### src/rtl/antilog_shift.sv
// rtl/antilog_shift.sv - fixed-point exp2 stage: x -> (1+f)*2^k, 3-stage valid/ready pipeline
module antilog_shift #(
   parameter int DW   = 32,
   parameter int INT  = 10,
   parameter int FRAC = 22
) (
   input  logic          clk,
   input  logic          rst,
   input  logic          in_valid,
   output logic          in_ready,
   input  logic [DW-1:0] in,
   output logic          out_valid,
   input  logic          out_ready,
   output logic [DW-1:0] out,
   output logic          out_ovf,
   output logic          out_unf
);

   // Shift amounts never exceed FRAC (right) or INT-1 (left).
   localparam int SHW = $clog2(FRAC + 1);

   // Exponent bounds: k >= INT cannot be represented, k < -FRAC rounds below 1 LSB.
   localparam logic signed [INT:0] K_MAX = (INT+1)'(INT);
   localparam logic signed [INT:0] K_MIN = (INT+1)'(-FRAC);

   logic                 adv;
   logic signed [INT:0]  k_in;
   logic [SHW-1:0]       shr_in;

   // Stage 1 registers
   logic                 v1;
   logic [FRAC:0]        m1;
   logic                 ovf1;
   logic                 unf1;
   logic                 neg1;
   logic [SHW-1:0]       shl1;
   logic [SHW-1:0]       shr1;

   // Stage 2 registers
   logic                 v2;
   logic [DW-1:0]        sh2;
   logic                 ovf2;
   logic                 unf2;

   logic [DW-1:0]        m_ext;

   // The whole pipeline moves as one unit; a stall anywhere freezes every stage.
   assign adv      = ~out_valid | out_ready;
   assign in_ready = adv;

   // Integer part of x, sign-extended by one bit so the bound compares never wrap.
   assign k_in   = {in[DW-1], in[DW-1:FRAC]};
   // -k taken modulo 2^SHW; only meaningful when k is negative and not underflowing.
   assign shr_in = ~k_in[SHW-1:0] + SHW'(1);

   assign m_ext  = {{(DW-FRAC-1){1'b0}}, m1};

   // S1: split x into mantissa 1.f and exponent k, classify range.
   always_ff @(posedge clk) begin
      if (rst) begin
         v1   <= 1'b0;
         m1   <= '0;
         ovf1 <= 1'b0;
         unf1 <= 1'b0;
         neg1 <= 1'b0;
         shl1 <= '0;
         shr1 <= '0;
      end else if (adv) begin
         v1   <= in_valid;
         m1   <= {1'b1, in[FRAC-1:0]};
         ovf1 <= in_valid & (k_in >= K_MAX);
         unf1 <= in_valid & (k_in < K_MIN);
         neg1 <= k_in[INT];
         shl1 <= k_in[SHW-1:0];
         shr1 <= shr_in;
      end
   end

   // S2: barrel shift the mantissa by k; right shifts truncate toward zero.
   always_ff @(posedge clk) begin
      if (rst) begin
         v2   <= 1'b0;
         sh2  <= '0;
         ovf2 <= 1'b0;
         unf2 <= 1'b0;
      end else if (adv) begin
         v2   <= v1;
         ovf2 <= ovf1;
         unf2 <= unf1;
         if (ovf1 | unf1) begin
            sh2 <= '0;
         end else if (neg1) begin
            sh2 <= m_ext >> shr1;
         end else begin
            sh2 <= m_ext << shl1;
         end
      end
   end

   // S3: saturate or flush, and present the result to the downstream.
   always_ff @(posedge clk) begin
      if (rst) begin
         out_valid <= 1'b0;
         out       <= '0;
         out_ovf   <= 1'b0;
         out_unf   <= 1'b0;
      end else if (adv) begin
         out_valid <= v2;
         out_ovf   <= ovf2;
         out_unf   <= unf2;
         if (ovf2) begin
            out <= '1;
         end else if (unf2) begin
            out <= '0;
         end else begin
            out <= sh2;
         end
      end
   end

endmodule
### config.mk
export PLATFORM = sky130hd
export DESIGN_NAME = antilog_shift
export DESIGN_NICKNAME = d
export VERILOG_FILES = /design/src/rtl/antilog_shift.sv
export SDC_FILE = /design/constraint.sdc
export NUM_CORES = 1
export LEC_CHECK = 0
export ABC_AREA = 1
export CAP_MARGIN = 40
export CORE_UTILIZATION = 45
export DETAILED_ROUTE_END_ITERATION = 6
export GPL_ROUTABILITY_DRIVEN = 0
export GPL_TIMING_DRIVEN = 0
export PLACE_DENSITY_LB_ADDON = 0.25
export SYNTH_ARGS = -nofsm -noshare
export SYNTH_HDL_FRONTEND = slang
export SYNTH_SLANG_ARGS = --single-unit
### constraint.sdc
create_clock -name clk -period 2 [get_ports clk]
set_clock_uncertainty 0.15 [all_clocks]
set_input_delay 0.4 -clock clk [delete_from_list [all_inputs] [get_ports clk]]
set_output_delay 0.4 -clock clk [all_outputs]
set_load 0.01 [all_outputs]
Yosys cells after proc, flatten, opt, wreduce, memory -nomap -nowiden
Index checks and enable logic that the tools add are counted.
{"block": "word_totals", "regBits": 107, "latch_bits": 0, "ram_bits": 0, "mem_bits_ro": 0, "out_inout_bits": 36, "n_memories": 0}
{"block": "op_classes", "add_sub_neg": 1, "multipliers": 0, "div_mod_pow": 0, "magnitude_cmp": 2, "n_eq_ne": 0, "shifts": 2, "mux": 4, "bitwise_logic": 6, "reduce_logical": 0}
{"operator": "32-bit 2-to-1 mux", "n": 4}
{"operator": "23-bit by 5-bit left shift with 32-bit output", "n": 1}
{"operator": "23-bit by 5-bit right shift with 32-bit output", "n": 1}
{"operator": "10-bit by 5-bit >= comparator with 1-bit output (second input constant)", "n": 1}
{"operator": "10-bit by 6-bit < comparator with 1-bit output (second input constant)", "n": 1}
{"operator": "5-bit by 1-bit adder with 5-bit output (second input constant)", "n": 1}
{"operator": "5-bit NOT", "n": 1}
{"operator": "1-bit AND", "n": 2}
{"operator": "1-bit OR", "n": 2}
{"operator": "1-bit NOT", "n": 1}

Longest topological paths before layout
Gate-level depths: netlist of the first run.
{"block": "depth", "ltp_word": 3, "depth_mapped": 12}

Worst setup path before layout of the first run
No wires, ideal clock.
{"block": "synth_timing", "path_type": "input -> output", "start": "input port out_ready", "end": "output port in_ready", "t_arrival_ns": 1.159, "required_time_ns": 1.450, "path_slack_ns": 0.291, "stages": 4, "path_buffers": 2, "cell_sequence": "nor2_1 > inv_1 > clkbuf_1 > clkbuf_1"}
{"block": "synth_between", "elab_chain_cells": 1}
{"item": "from (decl)", "line": "13", "source": "input logic out_ready,"}
{"item": "1-bit OR", "line": "48", "source": "assign adv = ~out_valid | out_ready;"}
{"item": "to (decl)", "line": "10", "source": "output logic in_ready,"}
No other way between the ends.

Worst setup path after layout of the first run
{"block": "layout_timing", "start": "register out_valid", "end": "register shl1[3]"}
{"block": "layout_between", "elab_chain_cells": 2}
{"item": "from (decl)", "line": "12", "source": "output logic out_valid,"}
{"item": "from (signal assigned)", "line": "108", "source": "out_valid <= v2;"}
{"item": "1-bit NOT", "line": "48"}
{"item": "1-bit OR", "line": "48"}
{"item": "to (signal assigned)", "line": "74", "source": "shl1 <= k_in[SHW-1:0];"}
{"item": "to (decl)", "line": "36", "source": "logic [SHW-1:0] shl1;"}
No other way between the ends.
A chain may end at the register's enable or synchronous reset.

==> flow_summary_export.csv, run 1 <==
group,metric,value,unit
global_route,grt_antenna_before_repair,0,
synth,synth_top_family_by_area,"simple AND/OR/NAND/NOR gates",
global_route,grt.overflow.total,0,
critical_path,cpMaxStageDelayCell,"buf_1",
die,coreArea,0.0133,mm²
global_route,grt_pass1_vias,6412,
synth,synth_xor_area_frac,0.00143,
cells_and_area,layout-drive-gt1-share,0.0722,
power,report.power.total,0.00593,W
synth,synth.mux.area_fraction,0,
routing,viasPerCell,5.78,
synth,yosys.area_share.adder,0.00407,
cells_and_area,instances_no_fill,1257,
synth,ys_seq_area_frac,0.345,
critical_path,crit_buf_inv,4,
critical_path,cp_top_family,"buffers and inverters",
clocking,worstSkewPairLatency,0.37,ns
cells_and_area,nFillCells,1332,
cells_and_area,antenna_cells,0,
synth,synthSimpleGateAreaFrac,0.419,
routing,antenna_left,0,
sta,report.final.slew_viol_count,0,
routing,wl_per_cell,16.3,µm
synth,avgSynthCellArea,6.19,µm²
cells_and_area,final_net_count,1114,
placed_design,place_hpwl,15800,µm
synth,synth_area,0.00614,mm²
clocking,numCtsBuffers,9,
clocking,tritoncts,"built",
critical_path,crit_path_max_incr_delay,0.51,ns
critical_path,worstPathMaxFanout,10,
synth,yosys-top-cells-area,"dfxtp_1 35%, nand2_1 18%, nand3_1 15%",
global_route,grt_pass1_wl,33200,µm
cells_and_area,final_common_cell,"nand2_1",
global_route,grt_max_degree,20,
die,io_pins,72,
clocking,cts_max_level,3,
sta,relSlewSlack,0.581,
power,p_leak,3.26,nW
die,rows,42,
placed_design,placed_area,0.00707,mm²
die,die_h,119,µm
worst_hold_path,hold_class,"flip-flop to flip-flop",
sta,setup_tns,0,ns
cells_and_area,area_delta_synth_final,22.3,%
sta,setup_viol,0,
routing,drt_iter0_markers,889,
critical_path,start_kind,"flip-flop",
sta,period_needed,1.96,ns
synth,syn_nets,1030,
synth,yosysWarnings,0,
sta,fmax,0.509,GHz
clocking,cts.sinks,106,
routing,wirelength,20400,µm
synth,netlist_instances,992,
die,die-area,0.0141,mm²
sta,worst_pin_slew,0.628,ns
power,p_per_area,790,mW/mm²
die,dieWidth,119,µm
clocking,clk_pin_slew,0.08,ns
critical_path,end_kind,"flip-flop",
synth,synth_cell_types,35,
sta,period_share,0.982,
synth,yosys.area.top_type_share,0.345,
global_route,grtUsageTotal,0.298,
clocking,clock_path_buffers,2,
placed_design,dp_cells,1239,
sta,hold_viol,0,
synth,synth-compound-area-share,0.163,
critical_path,path_cells,"inv_1 -> nor2_4 -> buf_4 -> buf_2 -> buf_1 -> a211oi_1",
synth,synth_area_leader_cell,"dfxtp_1",
cells_and_area,final_area,0.00751,mm²
clocking,cts_hold_buf,0,
sta,rsz0062_at_grt,"true",
placed_design,io_buffers,71,
sta,hold_slack,0.314,ns
power,ir_drop,0.000527,V
clocking,clockRootBuffer,"clkbuf_16",
outcome,outcome,"finished clean",
cells_and_area,final_cell_mix,"299 x nand2_1, 185 x nand3_1, 105 x dfxtp_1, 89 x a21oi_1, 74 x o21ai_0",
critical_path,cp.arrival,2.00,ns
critical_path,path_class,"flip-flop to flip-flop",
die,initial_core_util,0.462,
routing,first_pass_iters,6,
synth,synth-seq-cells,106,
critical_path,crit_required,2.04,ns
routing,vias,7267,
routing,post-route-drc-count,0,
run,drv_cap,0,
[flip-flops by register name (all words and copies together) (netlist names)]
| register | count |
|---|---|
| sh2 | 32 |
| shl1 | 5 |
| unf1 | 1 |
| ovf2 | 1 |
| m1 | 23 |
| neg1 | 1 |
| out | 32 |
| ovf1 | 1 |
| out_unf | 1 |
| out_ovf | 1 |
| out_valid | 1 |
| v1 | 1 |
| shr1 | 4 |
| v2 | 1 |
| unf2 | 1 |
[through the flow]
stage,util,setup slack [ns]
after floorplan,-,0.291
after global placement,0.532,-1.26
after detailed placement,0.532,-1.22
after CTS,0.561,0.0504
after global routing,0.565,-0.00654
final,0.565,0.0351
[final timing paths]
kind,slack [ns],start,to,depth (start not counted)
setup / recovery,0.04,out_valid,shl1[3],6
hold / removal,0.31,sh2[5],out[5],2
setup reg to reg,0.04,out_valid,shl1[3],6
hold reg to reg,0.31,sh2[5],out[5],2
[power by group]
| part | internal (W) | switching, W |
|---|---|---|
| Combinational | 0.000550 | 0.000992 |
| Sequential | 0.00227 | 0.000102 |
| Clock | 0.00113 | 0.000893 |
[tightest hold or removal path, cell delays in order, from the launching register on]
cell and delay [ns]:
dfxtp_1 0.31, nand2_1 0.06, a21oi_1 0.05
[cell usage after synthesis, drive strengths merged]
master and n:
nand2 313, nand3 188, dfxtp 106, a21oi 89, o21ai 82, nor2 73
clkbuf 43, inv 33, buf 22, and2 12, o211ai 6, nand4 5
a22oi 4, a32oi 3, nor3 3, a211oi 2, ha 2, clkinv 1
nor2b 1, nor4 1, o221ai 1, o311ai 1, xor2 1
[layer usage]
layer  wire [µm]  part of all wire  vias to the layer above  track usage
li1            -                 -                     3484            -
met1        8830              0.43                     3260        0.413
met2        8570              0.42                      435        0.440
met3        2080              0.10                       88       0.0580
met4         960             0.047                        0        0.148
met5           0                 0                        -            0
[cell type report]
| cell class | count | area, µm² | area share |
|---|---|---|---|
| flip-flops and latches | 106 | 2130 | 0.283 |
| plain buffers | 65 | 338 | 0.0450 |
| well taps | 176 | 220 | 0.0293 |
| clock buffers | 10 | 229 | 0.0305 |
| clock inverters | 6 | 105 | 0.0140 |
| multi-input cells | 787 | 3640 | 0.485 |
| repair buffers | 73 | 719 | 0.0957 |
| inverters | 34 | 135 | 0.0180 |
[what timing repair did]
| action | CTS | global route |
|---|---|---|
| endpoints found under the hold margin | 0 | 0 |
| gates cloned | 0 | 0 |
| pin swaps | 1 | 0 |
| resized for setup | 17 | 34 |
| setup buffers | 2 | 0 |
| endpoints found under the setup margin | 45 | 47 |
[logic make-up after synthesis]
group	Yosys count
fa+ha+maj	2
flops	106
simple gates	596
buf+inv	99
xor+xnor	1
compound gates	188
(Power assumes the default switching activity.)
==> inputs of run 2 (changes only) <==
- CORE_MARGIN: default -> 8
- CTS_CLUSTER_SIZE: default -> 12
- RECOVER_POWER: default -> 100
==> run 2 against run 1 <==
Setup slack better by 0.0017 ns. Utilization is 0.45 points lower. Total power is 6.4% lower. Non-clock buffer count stayed put. Global-route usage is 6.0 points lower. Critical path type unchanged. Largest power group unchanged.
==> flow_summary_export.csv, run 2 (same netlist as run 1, synthesis figures left out) <==
group,metric,value,unit
critical_path,crit_required,2.07,ns
sta,hold_viol,0,
clocking,clk_pin_slew,0.07,ns
power,pwr-share-comb,0.274,
global_route,grt_antenna_before_repair,0,
cells_and_area,final_net_count,1114,
cells_and_area,seq_area,0.00213,mm²
power,p_leak,3.34,nW
sta,setup_viol,0,
cells_and_area,instances_no_fill,1256,
routing,viasPerCell,5.70,
sta,rsz0062_at_grt,"true",
sta,period_share,0.982,
power,power.internal,0.00364,W
die,dieWidth,133,µm
global_route,grt_pass1_wl,34000,µm
die,io_pins,72,
clocking,cts_max_level,3,
critical_path,worstPathMaxFanout,10,
sta,setup_tns,0,ns
outcome,outcome,"finished clean",
placed_design,placed_area,0.00707,mm²
placed_design,dp_cells,1239,
power,seq_power_share,0.428,
die,coreArea,0.0133,mm²
sta,relSlewSlack,0.572,
critical_path,path_class,"flip-flop to flip-flop",
worst_hold_path,hold_class,"flip-flop to flip-flop",
global_route,grt.overflow.total,0,
cells_and_area,layout-drive-gt1-share,0.0713,
global_route,grt_pass1_vias,6400,
clocking,cts_hold_buf,0,
power,ir_drop,0.000517,V
clocking,tritoncts,"built",
power,p_switching,0.00191,W
power,report.power.total,0.00555,W
placed_design,place_hpwl,16400,µm
cells_and_area,final_area,0.00745,mm²
cells_and_area,area_delta_synth_final,21.4,%
power,p_sw_frac,0.344,
routing,first_pass_iters,6,
power,clockPowerShare,0.298,
routing,wirelength,21000,µm
die,die-area,0.0176,mm²
clocking,clockRootBuffer,"clkbuf_16",
cells_and_area,final_common_cell,"nand2_1",
routing,wl_per_cell,16.8,µm
power,p_per_area,745,mW/mm²
die,rows,42,
cells_and_area,antenna_cells,0,
cells_and_area,final_core_util,0.561,
run,drv_cap,0,
die,initial_core_util,0.462,
cells_and_area,reg_top3,"out x32, sh2 x32, m1 x23",
cells_and_area,multi_input_area,0.00364,mm²
critical_path,cp.arrival,2.04,ns
clocking,numCtsBuffers,9,
routing,vias,7165,
routing,antenna_left,0,
sta,worst_pin_slew,0.641,ns
cells_and_area,final_cell_mix,"299 x nand2_1, 187 x nand3_1, 105 x dfxtp_1, 89 x a21oi_1, 73 x o21ai_0",
critical_path,start_kind,"flip-flop",
clocking,worstSkewPairLatency,0.36,ns
clocking,cts.sinks,106,
die,die_h,133,µm
global_route,grt_max_degree,18,
global_route,grtUsageTotal,0.238,
sta,period_needed,1.96,ns
sta,fmax,0.509,GHz
cells_and_area,nFillCells,1339,
clocking,clock_path_buffers,2,
critical_path,end_kind,"flip-flop",
placed_design,io_buffers,71,
routing,drt_iter0_markers,821,
sta,report.final.slew_viol_count,0,
routing,post-route-drc-count,0,
run 2: changes by cell type in the layout (fill, tap and decap cells not counted), moves of 2 or more:
cell             delta
nand3_2             -2
dlygate4sd3_1      +35
clkinv_2            +3
bufinv_16           -2
clkbuf_4            +2
nand3_1             +2
clkdlybuf4s50_1    -35
run 2: layout make-up:
| type | instances | share of cell area |
|---|---|---|
| buffer | 64 | 0.0462 |
| multi-input combinational | 787 | 0.488 |
| inverter | 34 | 0.0178 |
| sequential | 106 | 0.285 |
| clock inverter | 6 | 0.00554 |
| tap | 176 | 0.0295 |
| timing repair buffer | 74 | 0.0975 |
| clock buffer | 9 | 0.0302 |
run 2: path summary, 6_finish.rpt:
path / from / cells past startpoint / slack [ns] / endpoint
worst max-delay path: shl1[3] / 6 / 0.04 / sh2[14]
worst min-delay path: v2 / 2 / 0.31 / v2
worst max register to register: shl1[3] / 6 / 0.04 / sh2[14]
worst min register to register: v2 / 2 / 0.31 / v2
run 2: through the flow:
stage | setup slack (ns) | hold WS [ns]
floorplan | 0.291 | 0.280
global placement | -1.27 | 0.297
detailed placement | -1.27 | 0.303
CTS | 0.00236 | 0.315
global route | -0.0500 | 0.332
finish | 0.0368 | 0.312
run 2: routing by layer:
layer | share of wire | GRT usage | vias to the layer above
met5 | 0 | 0 | -
li1 | - | - | 3502
met2 | 0.43 | 0.356 | 406
met3 | 0.11 | 0.0575 | 61
met4 | 0.037 | 0.110 | 0
met1 | 0.43 | 0.317 | 3196
run 2: critical path: stages, from the launching register on:
cell and delay, ns:
dfxtp_1 0.49, clkbuf_1 0.47, nand3_1 0.32, nand3_1 0.17
nand2_1 0.06, nand2_1 0.10, a21oi_1 0.06
run 2: power groups by stage:
stage,Combinational (W),Sequential [W],Clock (W)
global route,0.00167,0.00239,0.00176
detailed placement,0.00146,0.00242,0
global placement,0.00145,0.00241,0
floorplan,0.000920,0.00242,0
finish,0.00152,0.00237,0.00165
CTS,0.00148,0.00237,0.00169
run 2: what timing repair did:
| action | CTS | global route |
|---|---|---|
| resized for setup | 19 | 28 |
| cloned | 0 | 0 |
| hold endpoints to repair | 0 | 0 |
| pin swaps | 1 | 1 |
| setup endpoints to repair | 45 | 45 |
| setup buffers | 1 | 2 |
